## src/rtl/spook_pkg.sv

```systemverilog
`default_nettype none
// ============================================================================
// Module      : spook_pkg
// Description : Shared constants for the Spook-128su512v1 input stage:
//               instruction opcodes, segment types, header field positions
//               and the pre-processor state encoding.
// Revision    : 1.0 - initial release
// ============================================================================
package spook_pkg;

    // Fixed stream geometry
    localparam int WORD_W       = 32;
    localparam int KEY_WORD_CNT = 4;
    localparam int SEG_LEN_W    = 16;

    // Instruction opcodes (word bits [31:28])
    localparam logic [3:0] OP_LDKEY  = 4'b0100;
    localparam logic [3:0] OP_ACTKEY = 4'b0111;
    localparam logic [3:0] OP_ENC    = 4'b0010;
    localparam logic [3:0] OP_DEC    = 4'b0011;

    // Segment types; AD_TYPE is also decoded by the Controller
    localparam logic [3:0] AD_TYPE   = 4'b0001;
    localparam logic [3:0] PT_TYPE   = 4'b0100;
    localparam logic [3:0] CT_TYPE   = 4'b0101;
    localparam logic [3:0] TAG_TYPE  = 4'b1000;
    localparam logic [3:0] KEY_TYPE  = 4'b1100;
    localparam logic [3:0] NPUB_TYPE = 4'b1101;

    // Segment header bit positions
    localparam int HDR_TYPE_MSB = 31;
    localparam int HDR_TYPE_LSB = 28;
    localparam int HDR_PARTIAL  = 27;
    localparam int HDR_LAST     = 26;
    localparam int HDR_EOI      = 25;
    localparam int HDR_EOT      = 24;
    localparam int HDR_LEN_MSB  = 15;
    localparam int HDR_LEN_LSB  = 0;

    // Pre-processor states
    typedef enum logic [2:0] {
        S_INST     = 3'd0,
        S_KEY_INST = 3'd1,
        S_KEY_HDR  = 3'd2,
        S_KEY_DATA = 3'd3,
        S_HDR      = 3'd4,
        S_DATA     = 3'd5
    } state_t;

endpackage : spook_pkg
`default_nettype wire

```

## src/rtl/spook_pre_processor_if.sv

```systemverilog
`default_nettype none
// ============================================================================
// Module      : spook_pre_processor_if
// Description : Bundles the pdi/sdi input streams and the key/bdi output
//               streams of the Spook pre-processor. "slave" is the
//               pre-processor view, "master" the surrounding environment.
// Revision    : 1.0 - initial release
// ============================================================================
interface spook_pre_processor_if;
    import spook_pkg::*;

    // Public data input
    logic [WORD_W-1:0] pdi_data;
    logic              pdi_valid;
    logic              pdi_ready;
    // Secret data input
    logic [WORD_W-1:0] sdi_data;
    logic              sdi_valid;
    logic              sdi_ready;
    // Key output to Controller
    logic [WORD_W-1:0] key;
    logic              key_valid;
    logic              key_ready;
    logic              key_update;
    // Block data output to Controller
    logic [WORD_W-1:0] bdi;
    logic              bdi_valid;
    logic              bdi_ready;
    logic [3:0]        bdi_type;
    logic              bdi_eot;
    logic              bdi_eoi;
    logic              bdi_partial;
    logic [2:0]        bdi_size;
    logic              decrypt;

    modport slave (
        input  pdi_data, pdi_valid,
        output pdi_ready,
        input  sdi_data, sdi_valid,
        output sdi_ready,
        output key, key_valid, key_update,
        input  key_ready,
        output bdi, bdi_valid, bdi_type, bdi_eot, bdi_eoi, bdi_partial, bdi_size,
        input  bdi_ready,
        output decrypt
    );

    modport master (
        output pdi_data, pdi_valid,
        input  pdi_ready,
        output sdi_data, sdi_valid,
        input  sdi_ready,
        input  key, key_valid, key_update,
        output key_ready,
        input  bdi, bdi_valid, bdi_type, bdi_eot, bdi_eoi, bdi_partial, bdi_size,
        output bdi_ready,
        input  decrypt
    );

endinterface : spook_pre_processor_if
`default_nettype wire

```

## src/rtl/spook_byte_mask.sv

```systemverilog
`default_nettype none
// ============================================================================
// Module      : spook_byte_mask
// Description : Zeroes every byte of a word whose index is >= size.
//               Byte 0 is the most significant byte; size 3'b100 keeps all
//               four bytes and size 0 clears the whole word.
// Revision    : 1.0 - initial release
// ============================================================================
module spook_byte_mask #(
    parameter int W = 32
) (
    input  logic [W-1:0] data,
    input  logic [2:0]   size,
    output logic [W-1:0] masked
);

    // One comparator per byte lane; a lane survives only below the size
    generate
        for (genvar i = 0; i < W / 8; i++) begin : g_byte
            localparam logic [2:0] IDX = 3'(i);
            assign masked[W-1-8*i -: 8] = (IDX < size) ? data[W-1-8*i -: 8] : 8'h00;
        end
    endgenerate

endmodule : spook_byte_mask
`default_nettype wire

```

## src/rtl/spook_pre_processor.sv

```systemverilog
`default_nettype none
// ============================================================================
// Module      : spook_pre_processor
// Description : Input stage of the Spook-128su512v1 core. Parses instruction
//               words, segment headers and data words on pdi/sdi, strips the
//               framing and forwards key and block data to the Controller
//               with per-word type, size and end-of-segment/input flags.
// Revision    : 1.0 - initial release
// ============================================================================
module spook_pre_processor
    import spook_pkg::*;
#(
    parameter int W         = WORD_W,
    parameter int KEY_WORDS = KEY_WORD_CNT,
    parameter int LEN_W     = SEG_LEN_W
) (
    input  logic                   clk,
    input  logic                   rst,
    spook_pre_processor_if.slave   bus
);

    localparam int CNT_W = $clog2(KEY_WORDS + 1);

    // ------------------------------------------------------------------
    // State and latched context
    // ------------------------------------------------------------------
    state_t            r_state;
    state_t            w_state_next;

    logic              r_run;          // low during reset and the cycle after
    logic              r_decrypt;
    logic              r_key_update;
    logic [3:0]        r_type;
    logic              r_partial;
    logic              r_last;
    logic              r_eoi;
    logic              r_eot;
    logic [LEN_W-1:0]  r_remaining;
    logic [CNT_W-1:0]  r_key_cnt;

    // ------------------------------------------------------------------
    // Combinational helpers
    // ------------------------------------------------------------------
    logic              w_pdi_ready;
    logic              w_sdi_ready;
    logic              w_bdi_valid;
    logic              w_key_valid;
    logic [W-1:0]      w_key;
    logic [2:0]        w_bdi_size;
    logic              w_bdi_eot;
    logic              w_bdi_eoi;
    logic [W-1:0]      w_bdi;

    logic              w_pdi_fire;
    logic              w_sdi_fire;
    logic [3:0]        w_pdi_op;
    logic [3:0]        w_sdi_op;
    logic [LEN_W-1:0]  w_hdr_len;
    logic              w_rem_ge4;
    logic              w_final;
    logic [2:0]        w_size_code;
    logic [LEN_W-1:0]  w_step;
    logic              w_key_last;

    assign w_pdi_fire  = bus.pdi_valid & w_pdi_ready;
    assign w_sdi_fire  = bus.sdi_valid & w_sdi_ready;
    assign w_pdi_op    = bus.pdi_data[HDR_TYPE_MSB:HDR_TYPE_LSB];
    assign w_sdi_op    = bus.sdi_data[HDR_TYPE_MSB:HDR_TYPE_LSB];
    assign w_hdr_len   = bus.pdi_data[LEN_W-1:0];

    // A data word carries min(remaining, 4) bytes; 3'b100 doubles as the value 4
    assign w_rem_ge4   = (r_remaining >= LEN_W'(4));
    assign w_final     = (r_remaining <= LEN_W'(4));
    assign w_size_code = w_rem_ge4 ? 3'b100 : r_remaining[2:0];
    assign w_step      = LEN_W'(w_size_code);
    assign w_key_last  = (r_key_cnt == CNT_W'(KEY_WORDS - 1));

    // ------------------------------------------------------------------
    // State register
    // ------------------------------------------------------------------
    always_ff @(posedge clk or negedge rst) begin
        if (!rst) begin
            r_state <= S_INST;
        end else begin
            r_state <= w_state_next;
        end
    end

    // ------------------------------------------------------------------
    // Next-state decode
    // ------------------------------------------------------------------
    always_comb begin
        w_state_next = r_state;
        case (r_state)
            S_INST: begin
                if (w_pdi_fire) begin
                    if (w_pdi_op == OP_ACTKEY) begin
                        w_state_next = S_KEY_INST;
                    end else if (w_pdi_op == OP_ENC || w_pdi_op == OP_DEC) begin
                        w_state_next = S_HDR;
                    end
                end
            end
            S_KEY_INST: begin
                // Anything other than LDKEY is dropped while waiting
                if (w_sdi_fire && w_sdi_op == OP_LDKEY) begin
                    w_state_next = S_KEY_HDR;
                end
            end
            S_KEY_HDR: begin
                if (w_sdi_fire) begin
                    w_state_next = S_KEY_DATA;
                end
            end
            S_KEY_DATA: begin
                if (w_sdi_fire && w_key_last) begin
                    w_state_next = S_INST;
                end
            end
            S_HDR: begin
                if (w_pdi_fire) begin
                    if (w_hdr_len == '0) begin
                        // Empty segment: no data beats, only the last flag matters
                        w_state_next = bus.pdi_data[HDR_LAST] ? S_INST : S_HDR;
                    end else begin
                        w_state_next = S_DATA;
                    end
                end
            end
            S_DATA: begin
                if (w_pdi_fire && w_final) begin
                    w_state_next = r_last ? S_INST : S_HDR;
                end
            end
            default: w_state_next = S_INST;
        endcase
    end

    // ------------------------------------------------------------------
    // Handshake and data-path outputs per state
    // ------------------------------------------------------------------
    always_comb begin
        w_pdi_ready = 1'b0;
        w_sdi_ready = 1'b0;
        w_bdi_valid = 1'b0;
        w_key_valid = 1'b0;
        w_key       = '0;
        w_bdi_size  = 3'b000;
        w_bdi_eot   = 1'b0;
        w_bdi_eoi   = 1'b0;
        case (r_state)
            S_INST: begin
                w_pdi_ready = r_run;
            end
            S_KEY_INST, S_KEY_HDR: begin
                w_sdi_ready = 1'b1;
            end
            S_KEY_DATA: begin
                w_key       = bus.sdi_data;
                w_key_valid = bus.sdi_valid;
                w_sdi_ready = bus.key_ready;
            end
            S_HDR: begin
                w_pdi_ready = 1'b1;
            end
            S_DATA: begin
                w_bdi_valid = bus.pdi_valid;
                w_pdi_ready = bus.bdi_ready;
                w_bdi_size  = w_size_code;
                w_bdi_eot   = r_eot & w_final;
                w_bdi_eoi   = r_eoi & w_final;
            end
            default: begin
                w_pdi_ready = 1'b0;
            end
        endcase
    end

    // Outside S_DATA the size is zero, so the mask also clears bdi there
    spook_byte_mask #(
        .W      (W)
    ) u_byte_mask (
        .data   (bus.pdi_data),
        .size   (w_bdi_size),
        .masked (w_bdi)
    );

    // ------------------------------------------------------------------
    // Instruction, header and counter registers
    // ------------------------------------------------------------------
    always_ff @(posedge clk or negedge rst) begin
        if (!rst) begin
            r_run        <= 1'b0;
            r_decrypt    <= 1'b0;
            r_key_update <= 1'b0;
            r_type       <= 4'h0;
            r_partial    <= 1'b0;
            r_last       <= 1'b0;
            r_eoi        <= 1'b0;
            r_eot        <= 1'b0;
            r_remaining  <= '0;
            r_key_cnt    <= '0;
        end else begin
            r_run <= 1'b1;
            case (r_state)
                S_INST: begin
                    if (w_pdi_fire) begin
                        if (w_pdi_op == OP_ACTKEY) begin
                            r_key_update <= 1'b1;
                        end else if (w_pdi_op == OP_ENC) begin
                            r_decrypt <= 1'b0;
                        end else if (w_pdi_op == OP_DEC) begin
                            r_decrypt <= 1'b1;
                        end
                    end
                end
                S_KEY_HDR: begin
                    if (w_sdi_fire) begin
                        r_key_cnt <= '0;
                    end
                end
                S_KEY_DATA: begin
                    if (w_sdi_fire) begin
                        r_key_cnt <= r_key_cnt + CNT_W'(1);
                        if (w_key_last) begin
                            r_key_update <= 1'b0;
                        end
                    end
                end
                S_HDR: begin
                    if (w_pdi_fire) begin
                        r_type      <= bus.pdi_data[HDR_TYPE_MSB:HDR_TYPE_LSB];
                        r_partial   <= bus.pdi_data[HDR_PARTIAL];
                        r_last      <= bus.pdi_data[HDR_LAST];
                        r_eoi       <= bus.pdi_data[HDR_EOI];
                        r_eot       <= bus.pdi_data[HDR_EOT];
                        r_remaining <= w_hdr_len;
                    end
                end
                S_DATA: begin
                    if (w_pdi_fire) begin
                        r_remaining <= r_remaining - w_step;
                    end
                end
                default: begin
                    r_run <= 1'b1;
                end
            endcase
        end
    end

    // ------------------------------------------------------------------
    // Port drive
    // ------------------------------------------------------------------
    assign bus.pdi_ready   = w_pdi_ready;
    assign bus.sdi_ready   = w_sdi_ready;
    assign bus.key         = w_key;
    assign bus.key_valid   = w_key_valid;
    assign bus.key_update  = r_key_update;
    assign bus.bdi         = w_bdi;
    assign bus.bdi_valid   = w_bdi_valid;
    assign bus.bdi_type    = r_type;
    assign bus.bdi_eot     = w_bdi_eot;
    assign bus.bdi_eoi     = w_bdi_eoi;
    assign bus.bdi_partial = r_partial;
    assign bus.bdi_size    = w_bdi_size;
    assign bus.decrypt     = r_decrypt;

endmodule : spook_pre_processor
`default_nettype wire

```

## src/flat_wrapper.sv

```systemverilog
// flat-port wrapper written by rule: the top's interface ports become plain ports
module spook_pre_processor_flat import spook_pkg::*;
#(
    parameter int W         = WORD_W,
    parameter int KEY_WORDS = KEY_WORD_CNT,
    parameter int LEN_W     = SEG_LEN_W
)
  (clk, rst, bus_pdi_data, bus_pdi_valid, bus_pdi_ready, bus_sdi_data, bus_sdi_valid, bus_sdi_ready, bus_key, bus_key_valid, bus_key_update, bus_key_ready, bus_bdi, bus_bdi_valid, bus_bdi_type, bus_bdi_eot, bus_bdi_eoi, bus_bdi_partial, bus_bdi_size, bus_bdi_ready, bus_decrypt);
  spook_pre_processor_if bus_i ();
  input  logic clk;
  input  logic rst;
  input wire logic [$bits(bus_i.pdi_data)-1:0] bus_pdi_data;
  input wire logic [$bits(bus_i.pdi_valid)-1:0] bus_pdi_valid;
  output wire logic [$bits(bus_i.pdi_ready)-1:0] bus_pdi_ready;
  input wire logic [$bits(bus_i.sdi_data)-1:0] bus_sdi_data;
  input wire logic [$bits(bus_i.sdi_valid)-1:0] bus_sdi_valid;
  output wire logic [$bits(bus_i.sdi_ready)-1:0] bus_sdi_ready;
  output wire logic [$bits(bus_i.key)-1:0] bus_key;
  output wire logic [$bits(bus_i.key_valid)-1:0] bus_key_valid;
  output wire logic [$bits(bus_i.key_update)-1:0] bus_key_update;
  input wire logic [$bits(bus_i.key_ready)-1:0] bus_key_ready;
  output wire logic [$bits(bus_i.bdi)-1:0] bus_bdi;
  output wire logic [$bits(bus_i.bdi_valid)-1:0] bus_bdi_valid;
  output wire logic [$bits(bus_i.bdi_type)-1:0] bus_bdi_type;
  output wire logic [$bits(bus_i.bdi_eot)-1:0] bus_bdi_eot;
  output wire logic [$bits(bus_i.bdi_eoi)-1:0] bus_bdi_eoi;
  output wire logic [$bits(bus_i.bdi_partial)-1:0] bus_bdi_partial;
  output wire logic [$bits(bus_i.bdi_size)-1:0] bus_bdi_size;
  input wire logic [$bits(bus_i.bdi_ready)-1:0] bus_bdi_ready;
  output wire logic [$bits(bus_i.decrypt)-1:0] bus_decrypt;
  assign bus_i.pdi_data = bus_pdi_data;
  assign bus_i.pdi_valid = bus_pdi_valid;
  assign bus_pdi_ready = bus_i.pdi_ready;
  assign bus_i.sdi_data = bus_sdi_data;
  assign bus_i.sdi_valid = bus_sdi_valid;
  assign bus_sdi_ready = bus_i.sdi_ready;
  assign bus_key = bus_i.key;
  assign bus_key_valid = bus_i.key_valid;
  assign bus_key_update = bus_i.key_update;
  assign bus_i.key_ready = bus_key_ready;
  assign bus_bdi = bus_i.bdi;
  assign bus_bdi_valid = bus_i.bdi_valid;
  assign bus_bdi_type = bus_i.bdi_type;
  assign bus_bdi_eot = bus_i.bdi_eot;
  assign bus_bdi_eoi = bus_i.bdi_eoi;
  assign bus_bdi_partial = bus_i.bdi_partial;
  assign bus_bdi_size = bus_i.bdi_size;
  assign bus_i.bdi_ready = bus_bdi_ready;
  assign bus_decrypt = bus_i.decrypt;
  spook_pre_processor #(.W(W), .KEY_WORDS(KEY_WORDS), .LEN_W(LEN_W)) u_core (.clk(clk), .rst(rst), .bus(bus_i));
endmodule
```

## config.mk

```make
export PLATFORM = sky130hd
export DESIGN_NAME = spook_pre_processor_flat
export DESIGN_NICKNAME = d
export VERILOG_FILES = /design/src/rtl/spook_pkg.sv /design/src/rtl/spook_pre_processor_if.sv /design/src/rtl/spook_byte_mask.sv /design/src/rtl/spook_pre_processor.sv /design/src/flat_wrapper.sv
export SDC_FILE = /design/constraint.sdc
export NUM_CORES = 1
export LEC_CHECK = 0
export BUFFER_PORTS_ARGS = -buffer_cell sky130_fd_sc_hd__buf_2
export CORE_MARGIN = 2
export CORE_UTILIZATION = 40
export CTS_CLUSTER_SIZE = 25
export DETAILED_ROUTE_END_ITERATION = 8
export PLACE_DENSITY = 0.85
export SKIP_LAST_GASP = 1
export SYNTH_ARGS = -nofsm -noshare
export SYNTH_HDL_FRONTEND = slang
export SYNTH_HIERARCHICAL = 1
export SYNTH_SLANG_ARGS = --single-unit
```

## constraint.sdc

```tcl
create_clock -name clk -period 2.2 [get_ports clk]
set_input_delay 0.22 -clock clk [delete_from_list [all_inputs] [get_ports clk]]
set_output_delay 0.22 -clock clk [all_outputs]
set_load 0.02 [all_outputs]
```

# Word-level counts from Yosys, hierarchy flattened
# Cells that the tools add are included.
# totals
ff_bits,33
latchBits,0
ram_bits,0
romBits,0
inputBits,70
output_inout_bits,80
memories,0
# classes
n_addsub,2
mul,0
div_mod_pow,0
magnitude_cmp,6
eq_ne,21
n_shift,0
n_mux,38
bitwise,5
n_reduce_logical,17
# ops
operator,count
3-bit 2-to-1 mux,15
16-bit 2-to-1 mux,2
32-bit 2-to-1 mux,1
8-bit 2-to-1 mux,4
16-bit one-hot mux with 2 select lines,1
"2-bit by 1-bit != test with 1-bit output, second input constant",10
3-bit one-hot mux with 6 select lines,1
"16-bit by 3-bit >= comparator with 1-bit output, second input constant",1
"16-bit by 3-bit less-or-equal comparator with 1-bit output, second input constant",1
16-bit logical NOT,1
16-bit by 3-bit subtractor with 16-bit output,1
1-bit 2-to-1 mux,10
"3-bit by 2-bit equality test with 1-bit output, second input constant",3
"4-bit by 2-bit equality test with 1-bit output, second input constant",2
"4-bit by 3-bit equality test with 1-bit output, second input constant",2
2-bit nonzero test,4
7-bit AND reduction,1
"3-bit equality test, second input constant",2
"1-bit by 3-bit less-than comparator with 1-bit output, first input constant",2
"2-bit by 3-bit less-than comparator with 1-bit output, first input constant",2
3-bit one-hot mux with 2 select lines,1
3-bit AND reduction,2
5-bit AND reduction,1
1-bit AND,4
12 further kinds,15

# Longest topological paths before layout
# Gate-level depths: netlist (run 1).
# logic_depth
ltp_word,7
mapped_depth,9
depth_no_buf,9

# Hierarchy
# The synthesis (run 1) kept the hierarchy.
# by_module_without_submodules
mod,instances,cells_per_inst,area_each_um2
spook_pre_processor,1,274,2319.7
spook_byte_mask,1,36,275.3

# Least setup slack after synthesis (run 1)
# No wires, ideal clock.
# synth_path
kind,register -> output
startpoint,register u_core.r_remaining[8]
endpoint,output port bus_bdi[24]
arrival_time_ps,2349
required_ps,1980
path_slack_ps,-369
stages_incl_launch_ff,8
cell_sequence,dfrtp_1 > or4_4 > nor3_2 > nand3_1 > nor2_1 > and2_1 > nor3_4 > nor2b_1
# synth_via
elab_chain_cells,5
# synth_lines
element,line,source
start: declaration,spook_pre_processor.sv:38,logic [LEN_W-1:0] r_remaining;
start signal: assignment,spook_pre_processor.sv:237,r_remaining <= w_hdr_len;
start signal: assignment,spook_pre_processor.sv:242,r_remaining <= r_remaining - w_step;
16-bit by 3-bit >= comparator with 1-bit output,spook_pre_processor.sv:72,assign w_rem_ge4 = (r_remaining >= LEN_W'(4));
3-bit 2-to-1 mux,spook_pre_processor.sv:74,assign w_size_code = w_rem_ge4 ? 3'b100 : r_remaining[2:0];
3-bit 2-to-1 mux,spook_pre_processor.sv:151,case (r_state)
named net bus_bdi_size[1],flat_wrapper.sv:28,output wire logic [$bits(bus_i.bdi_size)-1:0] bus_bdi_size;
1-bit by 3-bit less-than comparator with 1-bit output,spook_byte_mask.sv:21,assign masked[W-1-8*i -: 8] = (IDX < size) ? data[W-1-8*i -: 8] : 8'h00;
8-bit 2-to-1 mux,spook_byte_mask.sv:21,
end: declaration,flat_wrapper.sv:22,output wire logic [$bits(bus_i.bdi)-1:0] bus_bdi;
# The timed path passes the listed nets, and every way through them passes these cells.

# Worst setup path in the final report (run 1)
# layout_path
startpoint,register u_core.r_remaining[8]
endpoint,output port bus_bdi[29]
# layout_via
elab_chain_cells,5
# layout_lines
element,line
16-bit by 3-bit >= comparator with 1-bit output,spook_pre_processor.sv:72
3-bit 2-to-1 mux,spook_pre_processor.sv:74
3-bit 2-to-1 mux,spook_pre_processor.sv:151
1-bit by 3-bit less-than comparator with 1-bit output,spook_byte_mask.sv:21
8-bit 2-to-1 mux,spook_byte_mask.sv:21
# Every way passes these cells.

==> results of run 1 <==
-- worst paths after layout --
kind | depth (start not counted) | endpoint | from
max | 10 | bus_bdi[29] | u_core/r_remaining[8]
min | 1 | u_core/r_remaining[4] | rst
max reg2reg | 9 | u_core/r_remaining[15] | u_core/r_remaining[8]
min reg2reg | 2 | u_core/bus.bdi_type[2] | u_core/bus.bdi_type[2]
max in group asynchronous | 1 | u_core/bus.bdi_type[2] | rst
min in group clk | 3 | u_core/r_eot | bus_pdi_data[24]
-- per-layer routing --
layer | up-vias | GRT usage, % | share of wire (%)
met5 | - | 0 | 0
li1 | 1464 | - | -
met3 | 45 | 4.326 | 9.7
met1 | 1508 | 28.86 | 34
met2 | 254 | 49.25 | 52
met4 | 0 | 10.82 | 4.1
-- layout make-up --
class	count	area (um2)
Fill cell	473	1966
Timing Repair Buffer	193	1389
Multi-Input combinational cell	260	1952
Sequential cell	33	825.8
Inverter	3	11.26
Clock buffer	5	68.82
Clock inverter	1	5.005
Tap cell	77	96.34
-- stage by stage --
| stage | instance area [um2] | TNS [ns] |
|---|---|---|
| final | 4348 | -14.32 |
| after detailed placement | 3854 | -3.365 |
| after floorplan | 2789 | -2.728 |
| after global placement | 3854 | -2.234 |
| after CTS | 4120 | -12.57 |
| after global routing | 4348 | -16.18 |
-- cells in the mapped netlist (7+ instances only) --
cell and instances:
nor2_1 24, nand2_1 41, a21oi_1 7, and2_1 46
nand3_1 7, nor2b_2 8, nor2b_1 22, dfrtp_1 33
clkbuf_1 10, nor3_1 8
-- where the power goes --
part,total (W),switching (W),internal [W]
registers,0.00106,0.000194,0.000864
clock network,0.000428,0.000220,0.000208
logic,0.00339,0.00188,0.00151
total,0.00488,0.00230,0.00258
-- state kept, by name, summed over array words and instances (netlist names), 3 cells and up --
register / count
u_core/r_state: 3
u_core/bus.bdi_type: 4
u_core/r_remaining: 16
u_core/r_key_cnt: 3
-- cell families after synthesis --
group / after synthesis / synth area share, %
compound gates: 52 / 15.19
xor+xnor: 1 / 0.3376
fa+ha+maj: 3 / 1.447
buf+inv: 17 / 2.845
flops: 33 / 31.82
mux: 9 / 3.664
other cells: 2 / 0.2894
simple gates: 193 / 44.41
-- repair_timing --
item	CTS	global route
buffers inserted	7	6
pin swaps	5	10
setup endpoints to repair	36	40
gates resized for setup	35	59
cloned	0	1
-- worst max-delay path, delay by kind of cell, from the launching register on --
kind          cells  cell delay [ns]
flops             1             0.38
simple gates      7             1.40
buf+inv           3             0.43
==> flow_metrics.tcl, run 1 <==
set metrics [dict create \
    drtPass1Iterations 5 \
    grt_pass1_wl_um 14880 \
    totalPowerFinal_w 0.004880 \
    yosysTopAreaCell "dfrtp_1" \
    layout_commonest_cell "buf_2" \
    synthCells 310 \
    fin_skew_ns 0.007858 \
    p_per_area_nw_per_um2 1122 \
    cts_sinks 33 \
    initial_utilization_pct 41.10 \
    synthArstFlopShare_pct 100.0 \
    synth_cell_types 63 \
    fp.dieH_um 84.55 \
    areaGrowthSynthToFinish_pct 67.55 \
    syn-mean-instance-area_um2 8.371 \
    root_buffer "clkbuf_8" \
    synth_flop_cell "dfrtp_1" \
    min_period_ns 2.715 \
    drive_gt1_share_pct 51.72 \
    worst_path_max_delay_cell "or4_4" \
    cp.arrival_ns 2.50 \
    final_cell_mix "buf_2, nand2_1, buf_6" \
    grt_pass1_vias 3107 \
    vias 3271 \
    cp_cell_sequence "or4_4, nor3_4, nand3_2, nor2_2, and2_4, buf_4, nor3_4, buf_12, nor2b_4, buf_4" \
    synthTopCellsByArea "dfrtp_1, and2_1, nand2_1" \
    n_antenna_cell 0 \
    drt-vias-per-instance 5.719 \
    worst_slack_ns -0.5151 \
    leakagePower_nw 2.188 \
    worstSetupPathType "register to output pin" \
    drv_slew 0 \
    ant_nets 0 \
    end_kind "output pin" \
    post-place-ws_ns -0.2630 \
    rsz0062_at_grt "true" \
    io-pin-count 150 \
    holdCritPathClass "input port to async pin" \
    final_util_pct 68.87 \
    dp.cells 555 \
    fmax_ghz 0.3683 \
    max-slew-margin-rel_pct 48.60 \
    outcome "finished, violations left" \
    fin_cells 572 \
    grt_remaining_overflow 0 \
    antenna_found_initial 0 \
    avgRoutedWirePerCell_um 18.03 \
    hpwl_um 7136 \
    cts_buffers 5 \
    netlist_area_um2 2595 \
    critPathLaunchType "register" \
    hold_buffers 0 \
    syn_nets 383 \
    synth-seq-cells 33 \
    globalplace.congestion 0.9126 \
    fp.dieW_um 84.55 \
    port_buffers 149 \
    vdd_ir_drop_max_v 0.0006991 \
    design.die.area_um2 7148 \
    cts_buffer_depth 2 \
    cts_tree "yes" \
    max_cap_violations 0 \
    htreeDepth 2 \
    clk_pin_slew_ns 0.07 \
    nets 569 \
    drc 0 \
    synth_top_area_share_pct 31.82 \
    yosys_warnings 6 \
    finalSetupViolCount 36 \
    ys_seq_area_share_pct 31.82 \
    slowest_delay_ns 0.57 \
    crit_fanout 8 \
    insertion_delay_ns 0.29 \
    hold_violations 0 \
    hold_ws_ns 0.004678 \
    wl_um 10310 \
    worst_pin_slew_ns 0.7710 \
    core_um2 6314 \
    rrSetupSlack_ns -0.07 \
    grt_max_degree 34 \
    fin_crit_sh_pct 123.4 \
    cp.required_ns 1.98 \
    rows 29 \
    synth_edf_count 0 \
    violations "setup timing" \
    drt_iter0_markers 344 \
    grtUsageTotal_pct 26.17 \
]
(Power assumes the default switching activity.)
==> run 2, diff against run 1 <==
Settings changed: CORE_UTILIZATION 40 to 45, PLACE_DENSITY 0.85 to 0.87.
Clock period 2.2 ns to 3 ns, I/O delays scaled along.
==> flow_metrics.tcl, run 2 (synthesis gave the netlist of run 1 again) <==
set metrics [dict create \
    outcome "completed" \
    io-pin-count 150 \
    critPathLaunchType "register" \
    r2r-start "u_core/r_state[2]" \
    final_cell_mix "buf_2, and2_1, nand2_1" \
    grt_pass1_vias 2686 \
    core_um2 5540 \
    end_kind "output pin" \
    worstSetupPathType "register to output pin" \
    max_cap_violations 0 \
    holdCritPathClass "input port to async pin" \
    cts_buffer_depth 2 \
    initial_utilization_pct 46.84 \
    layout_commonest_cell "buf_2" \
    cp.arrival_ns 2.52 \
    leakagePower_nw 1.813 \
    cts_buffers 5 \
    max-slew-margin-rel_pct 49.01 \
    reg2reg_depth 5 \
    postPlaceCellArea_um2 3398 \
    rows 27 \
    fp.dieH_um 79.94 \
    hold_buffers 0 \
    insertion_delay_ns 0.29 \
    cts_tree "yes" \
    worst_slack_ns 0.1830 \
    top_register "u_core/r_remaining" \
    grtUsageTotal_pct 25.13 \
    cp_cell_sequence "or4_4, nor3_2, a31oi_1, buf_4, nor3_4, nor2b_1, buf_2" \
    rrSetupSlack_ns 0.56 \
    nets 529 \
    fin_skew_ns 0.01156 \
    fmax_ghz 0.3550 \
    areaGrowthSynthToFinish_pct 36.45 \
    port_buffers 149 \
    cp.required_ns 2.70 \
    finalSetupViolCount 0 \
    grt_remaining_overflow 0 \
    drt_iter0_markers 247 \
    worst_path_max_delay_cell "or4_4" \
    drive_gt1_share_pct 41.36 \
    min_period_ns 2.817 \
    setup.worst_path.start "u_core/r_remaining[8]" \
    wl_um 7973 \
    largest_register_ffs 16 \
    design.die.area_um2 6390 \
    fillers 508 \
    ant_nets 0 \
    totalPowerFinal_w 0.002907 \
    avgRoutedWirePerCell_um 15.07 \
    root_buffer "clkbuf_8" \
    n_antenna_cell 0 \
    htreeDepth 2 \
    drv_slew 0 \
    clk_pin_slew_ns 0.08 \
    vias 2818 \
    crit_fanout 10 \
    grt_max_degree 34 \
    vdd_ir_drop_max_v 0.0005038 \
    hpwl_um 6205 \
    antenna_found_initial 0 \
    post-place-ws_ns 0.3388 \
    drc 0 \
    fin_crit_sh_pct 93.90 \
    drt-vias-per-instance 5.327 \
    worst_pin_slew_ns 0.7626 \
    design_area_um2 3541 \
    hold_violations 0 \
    p_per_area_nw_per_um2 820.9 \
    cts_sinks 33 \
    globalplace.congestion 0.9488 \
    r2r-end "u_core/r_remaining[14]" \
    slowest_delay_ns 0.59 \
    drtPass1Iterations 4 \
    fp.dieW_um 79.94 \
    grt_pass1_wl_um 12710 \
]
-- run 2: cell type report --
class	count	area (um2)	area share, %
clock buffers	5	68.82	1.943
clock inverters	3	65.06	1.837
inverters	3	11.26	0.3180
multi-input cells	260	1704	48.13
flip-flops and latches	33	825.8	23.32
well taps	72	90.09	2.544
repair buffers	153	775.7	21.91
-- run 2: worst max path at each step --
stage          cells after the start           to
6_report                           7  bus_bdi[31]
5_1_grt                            8   bus_bdi[9]
4_1_cts                            8   bus_bdi[8]
3_5_place_dp                       8   bus_bdi[8]
3_3_place_gp                       8  bus_bdi[12]
2_1_floorplan                      7  bus_bdi[24]
-- run 2: metrics by stage --
step	instances	hold WS, ns	utilization [%]	setup TNS, ns
after floorplan	310	0.004409	-	0
after global placement	521	0.4095	61.34	0
after detailed placement	521	0.4140	61.34	0
after CTS	529	0.09573	63.75	0
after global routing	529	0.1330	63.91	-0.001460
final	529	0.06615	63.91	0
-- run 2: where the power goes --
part | total, W | leakage (nW) | switching, W | internal (W)
registers | 0.000916 | 0.391 | 0.000285 | 0.000631
clock network | 0.000508 | 0.0681 | 0.000178 | 0.000330
logic | 0.00148 | 1.35 | 0.000902 | 0.000581
total | 0.00291 | 1.81 | 0.00136 | 0.00154
-- run 2: critical path: cells and delay by family (launching register included) --
family                 cells  cell delay, ns
AND/OR/NAND/NOR            4            1.21
buffers and inverters      2            0.40
AO/OA/AOI/OAI              1            0.16
flip-flops                 1            0.46
-- run 2: what timing repair did --
item | in CTS | in global routing
gates resized for setup | 0 | 4
endpoints found under the setup margin | 0 | 24
buffers inserted | 0 | 0
-- run 2: metal layers --
layer / vias to the layer above / GRT usage (%) / wire [um]
li1: 1385 / - / -
met1: 1290 / 34.09 / 3413
met2: 127 / 39.75 / 3806
met3: 16 / 4.751 / 576
met4: 0 / 9.153 / 176
met5: - / 0 / 0
